## src/rtl/mul_arb_pkg.sv

```systemverilog
// Shared widths and FSM state type for the arbitrated shared multiplier.
package mul_arb_pkg;

  localparam int unsigned NUM_REQ = 4;
  localparam int unsigned OP_W    = 4;
  localparam int unsigned ID_W    = 2;
  localparam int unsigned PROD_W  = 8;

  typedef enum logic [1:0] {
    SLEEP = 2'd0,
    WAKE  = 2'd1,
    RUN   = 2'd2
  } state_e;

endpackage

```

## src/rtl/rr_arb4.sv

```systemverilog
// 4-way round-robin grant; the pointer moves just past the last winner.
// Build option MUL_ARB_PRIO_EN: requester 0 always wins, 1..3 rotate among themselves.
module rr_arb4
  import mul_arb_pkg::*;
(
  input  logic               clk,
  input  logic               rstn,
  input  logic               en,
  input  logic [NUM_REQ-1:0] req,
  output logic [NUM_REQ-1:0] gnt,
  output logic [ID_W-1:0]    gnt_id
);

  logic [ID_W-1:0] ptr;
  logic [ID_W-1:0] idx;
  logic            found;

  always_comb begin
    gnt    = '0;
    gnt_id = '0;
    idx    = '0;
    found  = 1'b0;
`ifdef MUL_ARB_PRIO_EN
    if (en && req[0]) begin
      gnt[0] = 1'b1;
      found  = 1'b1;
    end
`endif
    for (int unsigned k = 0; k < NUM_REQ; k++) begin
      idx = ptr + ID_W'(k);
`ifdef MUL_ARB_PRIO_EN
      if (en && !found && (idx != '0) && req[idx]) begin
`else
      if (en && !found && req[idx]) begin
`endif
        gnt[idx] = 1'b1;
        gnt_id   = idx;
        found    = 1'b1;
      end
    end
  end

  // Pointer only moves on a grant; a priority win by requester 0 leaves the 1..3 rotation alone.
  always_ff @(posedge clk) begin
    if (!rstn) begin
      ptr <= '0;
`ifdef MUL_ARB_PRIO_EN
    end else if (found && (gnt_id != '0)) begin
`else
    end else if (found) begin
`endif
      ptr <= gnt_id + 1'b1;
    end
  end

endmodule

```

## src/rtl/mul_share_arb.sv

```systemverilog
// Shared 4x4 multiplier arbitrated among four requesters, with a SLEEP/WAKE/RUN power FSM.
// Build option MUL_ARB_PRIO_EN (in rr_arb4) gives requester 0 absolute priority.
module mul_share_arb
  import mul_arb_pkg::*;
#(
  parameter int unsigned IDLE_CYC = 8
) (
  input  logic                    clk,
  input  logic                    rstn,
  input  logic [NUM_REQ-1:0]      req_vld,
  input  logic [NUM_REQ*OP_W-1:0] req_a,
  input  logic [NUM_REQ*OP_W-1:0] req_b,
  output logic [NUM_REQ-1:0]      req_rdy,
  output logic                    dout_en,
  output logic [PROD_W-1:0]       dout,
  output logic [ID_W-1:0]         dout_id,
  output logic                    mul_gate_en,
  output logic                    sleep
);

  state_e              state;
  logic [NUM_REQ-1:0]  gnt;
  logic [ID_W-1:0]     gnt_id;
  logic                s1_vld;
  logic [OP_W-1:0]     s1_a;
  logic [OP_W-1:0]     s1_b;
  logic [ID_W-1:0]     s1_id;
  logic                s2_vld;
  logic [PROD_W-1:0]   s2_prod;
  logic [ID_W-1:0]     s2_id;
  logic [7:0]          idle_cnt;
  logic                idle_now;
  logic                idle_exp;

  rr_arb4 u_arb (
    .clk    (clk),
    .rstn   (rstn),
    .en     (state == RUN),
    .req    (req_vld),
    .gnt    (gnt),
    .gnt_id (gnt_id)
  );

  assign req_rdy     = gnt;
  assign mul_gate_en = (state != SLEEP);
  assign sleep       = (state == SLEEP);
  assign dout_en     = s2_vld;
  assign dout        = s2_prod;
  assign dout_id     = s2_id;

  assign idle_now = (state == RUN) && (req_vld == '0) && !s1_vld && !s2_vld;
  // Expiry fires on the cycle that completes the IDLE_CYC-th idle cycle, so SLEEP
  // starts exactly IDLE_CYC cycles after the pipeline drains; any request blocks it.
  assign idle_exp = idle_now && (idle_cnt >= 8'(IDLE_CYC - 1));

  always_ff @(posedge clk) begin
    if (!rstn) begin
      state    <= SLEEP;
      idle_cnt <= '0;
    end else begin
      case (state)
        SLEEP: begin
          idle_cnt <= '0;
          if (req_vld != '0) state <= WAKE;
        end
        WAKE: begin
          idle_cnt <= '0;
          state    <= RUN;
        end
        RUN: begin
          if (idle_exp) begin
            state    <= SLEEP;
            idle_cnt <= '0;
          end else if (idle_now) begin
            idle_cnt <= (idle_cnt == 8'(IDLE_CYC)) ? idle_cnt : idle_cnt + 8'd1;
          end else begin
            idle_cnt <= '0;
          end
        end
        default: begin
          state    <= SLEEP;
          idle_cnt <= '0;
        end
      endcase
    end
  end

  // Operand registers only load on a grant so the multiplier inputs stay quiet otherwise.
  always_ff @(posedge clk) begin
    if (!rstn) begin
      s1_vld  <= 1'b0;
      s1_a    <= '0;
      s1_b    <= '0;
      s1_id   <= '0;
      s2_vld  <= 1'b0;
      s2_prod <= '0;
      s2_id   <= '0;
    end else begin
      s1_vld <= (gnt != '0);
      s2_vld <= s1_vld;
      if (gnt != '0) begin
        s1_a  <= req_a[gnt_id*OP_W +: OP_W];
        s1_b  <= req_b[gnt_id*OP_W +: OP_W];
        s1_id <= gnt_id;
      end
      if (s1_vld) begin
        s2_prod <= PROD_W'(s1_a) * PROD_W'(s1_b);
        s2_id   <= s1_id;
      end
    end
  end

endmodule

```

## config.mk

```make
export PLATFORM = sky130hd
export DESIGN_NAME = mul_share_arb
export DESIGN_NICKNAME = d
export VERILOG_FILES = /design/src/rtl/mul_arb_pkg.sv /design/src/rtl/rr_arb4.sv /design/src/rtl/mul_share_arb.sv
export SDC_FILE = /design/constraint.sdc
export NUM_CORES = 1
export LEC_CHECK = 0
export CORE_MARGIN = 1.5
export CORE_UTILIZATION = 50
export CTS_CLUSTER_DIAMETER = 150
export DETAILED_ROUTE_END_ITERATION = 10
export PLACE_DENSITY = 0.82
export SYNTH_ARGS = -nofsm -noshare
export SYNTH_HDL_FRONTEND = slang
export SYNTH_SLANG_ARGS = --single-unit
```

## constraint.sdc

```tcl
create_clock -name clk -period 5.27 [get_ports clk]
set_input_delay 0.527 -clock clk [delete_from_list [all_inputs] [get_ports clk]]
set_output_delay 0.527 -clock clk [all_outputs]
set_load 0.01 [all_outputs]
```

==> flow_summary.yaml <==
status:
  status: "finished, final reports clean"
synth:
  ys_seq_elements: 34
  yosys.area_share.xor_xnor_pct: 2.80
  muxShareOfSynthArea_pct: 21.4
  ys_async_sr_fraction_pct: 0
  yosys.area.top_type_share_pct: 27.2
  synth_top_family_by_area: "multiplexers"
  synth-edff-count: 0
  synthFlopType: "dfxtp_1"
  ys_warn_count: 0
  synthAdderAreaFrac_pct: 14.2
  synthesis.area_mm2: 0.00250
  yosysMostFrequentCell: "dfxtp_1"
  seq_area_frac_synth_pct: 27.2
  ys_types: 48
  synth-simple-area-share_pct: 18.5
  syn_avg_cell_area_um2: 10.2
  syn_inst: 246
  synth_commonest_cells: "dfxtp_1 (34), ha_1 (22), mux2i_1 (22)"
  synth_top_cell_by_area: "dfxtp_1"
  synth_compound_area_share_pct: 11.0
  synth.area.top_cells: "dfxtp_1 (27%), ha_1 (11%), mux2i_1 (8.8%)"
route:
  wl_met3_um: 209
  dr.first_iter.drc_count: 94
  dr_wl_met2_mm: 2.51
  num_vias: 1969
  firstDrtPassIters: 7
  top_layer: "met4"
  post-route-drc-count: 0
  vias_per_cell: 5.37
  wl_met1_mm: 2.50
  antenna_left: 0
  routed_wl_mm: 5.30
  wl_per_cell_um: 14.4
placed_design:
  portBuffers: 54
  dp.cells: 359
  hpwl_mm: 4.03
  placed_area_mm2: 0.00307
  place_congestion: 0.767
floorplan:
  pin_count: 55
  die_w_um: 73.7
  die_area_mm2: 0.00543
  die_h_um: 73.7
  initial_core_util_pct: 52.6
  coreArea_mm2: 0.00475
  rows: 25
cells_and_area:
  layout-drive-gt1-share_pct: 7.00
  final_nets: 363
  design_area_mm2: 0.00317
  area_delta_synth_final_pct: 26.6
  layout.cells.non_filler: 367
  diodes: 0
clock_tree:
  clockRootBuffer: "clkbuf_8"
  clockBufferDepth: 2
  post_cts_buffers: 0
  clk_pin_slew_ns: 0.07
  clock_sinks: 34
  clock_latency_ns: 0.28
  cts_buffers: 5
  cts_hold_buf: 0
  post_cts_resized: 0
  h-tree-depth: 2
  tritoncts: "done"
timing:
  holdWs_ns: 0.455
  grt_setup_unrepaired: "no"
  clock_skew_ns: 0.0116
  timing.final.hold_violations: 0
  worstMarginPinSlew_ns: 0.922
  period_needed_ns: 4.32
  maxSlewViolCount: 0
  final.setup.tns_ns: 0
  fmax_ghz: 0.231
  relSlewSlack_pct: 38.1
  fin_crit_sh_pct: 82.1
  finalSetupViolCount: 0
global_route:
  grt_usage_pct: 20.4
  grt_pass1_wl_mm: 8.48
  grt_overflow: 0
  antenna_found_initial: 0
  grt_max_degree: 28
  grt_pass1_vias: 1864
setup_path:
  cp_top_family: "buffers and inverters"
  crit_path_end_kind: "output pin"
  cp-start-kind: "register"
  cp_slowest_stage_delay_ns: 0.75
  cp.arrival_ns: 3.80
  slowest_stage: "dfxtp_1"
  crit_type: "reg -> out"
  worstPathRequired_ns: 4.74
  r2r_cells: 10
  crit_cells: 8
  path_cells: "inv_1 > ha_1 > mux2_2 > mux2i_1 > nand2_1 > nor3b_1 > a221o_1 > clkdlybuf4s50_1"
  critPathMaxFanout: 16
  cp.buffers_inverters: 2
worst_hold_path:
  worstHoldPathCells: 2
  hold_class: "reg -> reg"
pwr:
  ir_drop_v: 0.000157
  power.leakage_uw: 0.00132
  powerDensity_mw_per_mm2: 213
job:
  drv_cap: 0
-- worst reg2reg max path: cells and delay by family (launching register included) --
kind / cells / cell delay (ns)
simple gates: 4 / 1.13
mux: 2 / 0.87
flops: 1 / 0.75
fa+ha+maj: 1 / 0.50
compound gates: 2 / 0.45
buf+inv: 1 / 0.27
-- layout by cell type (no fill, tap or decap), drive strengths merged, types with 2 or more instances in the layout --
cell type | synthesis | layout
clkdlybuf4s50 | 0 | 54
dfxtp | 34 | 34
mux2i | 22 | 22
ha | 22 | 22
nor2b | 21 | 21
nand2 | 19 | 19
inv | 15 | 15
mux4 | 12 | 12
and2 | 10 | 10
nor2 | 9 | 9
clkbuf | 5 | 7
xnor2 | 6 | 6
nand3 | 5 | 5
a21o | 5 | 5
a21oi | 5 | 5
a21boi | 5 | 5
nand2b | 4 | 4
a221o | 4 | 4
fa | 4 | 4
conb | 1 | 4
and3 | 3 | 3
or4 | 3 | 3
mux2 | 2 | 2
nor3b | 2 | 2
a22oi | 2 | 2
a32o | 2 | 2
o31ai | 2 | 2
or2 | 2 | 2
xor2 | 2 | 2
nor4 | 2 | 2
-- stage by stage --
| step | power, uW | util [%] | setup slack (ns) |
|---|---|---|---|
| final | 674 | 66.6 | 0.945 |
| after global routing | 708 | 66.6 | 0.650 |
| after CTS | 678 | 66.6 | 0.942 |
| after detailed placement | 479 | 64.7 | 1.18 |
| after global placement | 475 | 64.7 | 1.28 |
| after floorplan | 418 | - | 1.79 |
-- final cells by class --
| cell class | instances | area, um^2 |
|---|---|---|
| fillers | 383 | 1590 |
| flip-flops and latches | 34 | 681 |
| repair buffers | 54 | 541 |
| clock buffers | 7 | 86.3 |
| multi-input cells | 189 | 1710 |
| well taps | 67 | 83.8 |
| clock inverters | 1 | 5.00 |
| inverters | 15 | 56.3 |
-- logic make-up (layout without fill, tap and decap cells) --
family / after synthesis / count (layout)
AOI/OAI and AO/OA: 33 / 33
xor gates and xnor gates: 8 / 8
adders and majority gates: 26 / 26
buffers and inverters: 26 / 77
DFF: 34 / 34
muxes: 36 / 36
other: 1 / 4
and+or+nand+nor: 82 / 82
-- report_power, final --
group	switching, uW	leakage [uW]	internal, uW	total, uW
combinational	76.2	0.000997	101	177
sequential	25.1	0.000277	271	296
clock	94.4	0.0000482	105	200
-- state kept, by name, summed over array words and instances, names as in the netlist --
| name | cells |
|---|---|
| dout_id | 2 |
| s1_id | 2 |
| u_arb.ptr | 2 |
| s1_vld | 1 |
| s1_b | 4 |
| idle_cnt | 8 |
| dout | 8 |
| state | 2 |
| dout_en | 1 |
| s1_a | 4 |
-- path summary, 6_finish.rpt --
check / startpoint / end / slack, ns
worst min register to register: s1_id[1]$_SDFFE_PN0P_ / s1_id[1]$_SDFFE_PN0P_ / 0.45
worst min-delay path: s1_id[1]$_SDFFE_PN0P_ / s1_id[1]$_SDFFE_PN0P_ / 0.45
worst max-delay path: u_arb.ptr[0]$_SDFFE_PN0P_ / req_rdy[1] / 0.95
worst max register to register: u_arb.ptr[0]$_SDFFE_PN0P_ / s1_a[0]$_SDFFE_PN0P_ / 1.20
-- layer usage --
metal | track usage (%) | vias to the layer above
met1 | 26.6 | 936
met4 | 7.41 | 0
met3 | 4.66 | 7
met5 | 0 | -
li1 | - | 979
met2 | 33.0 | 47
Power figures use the tool's default switching activity.
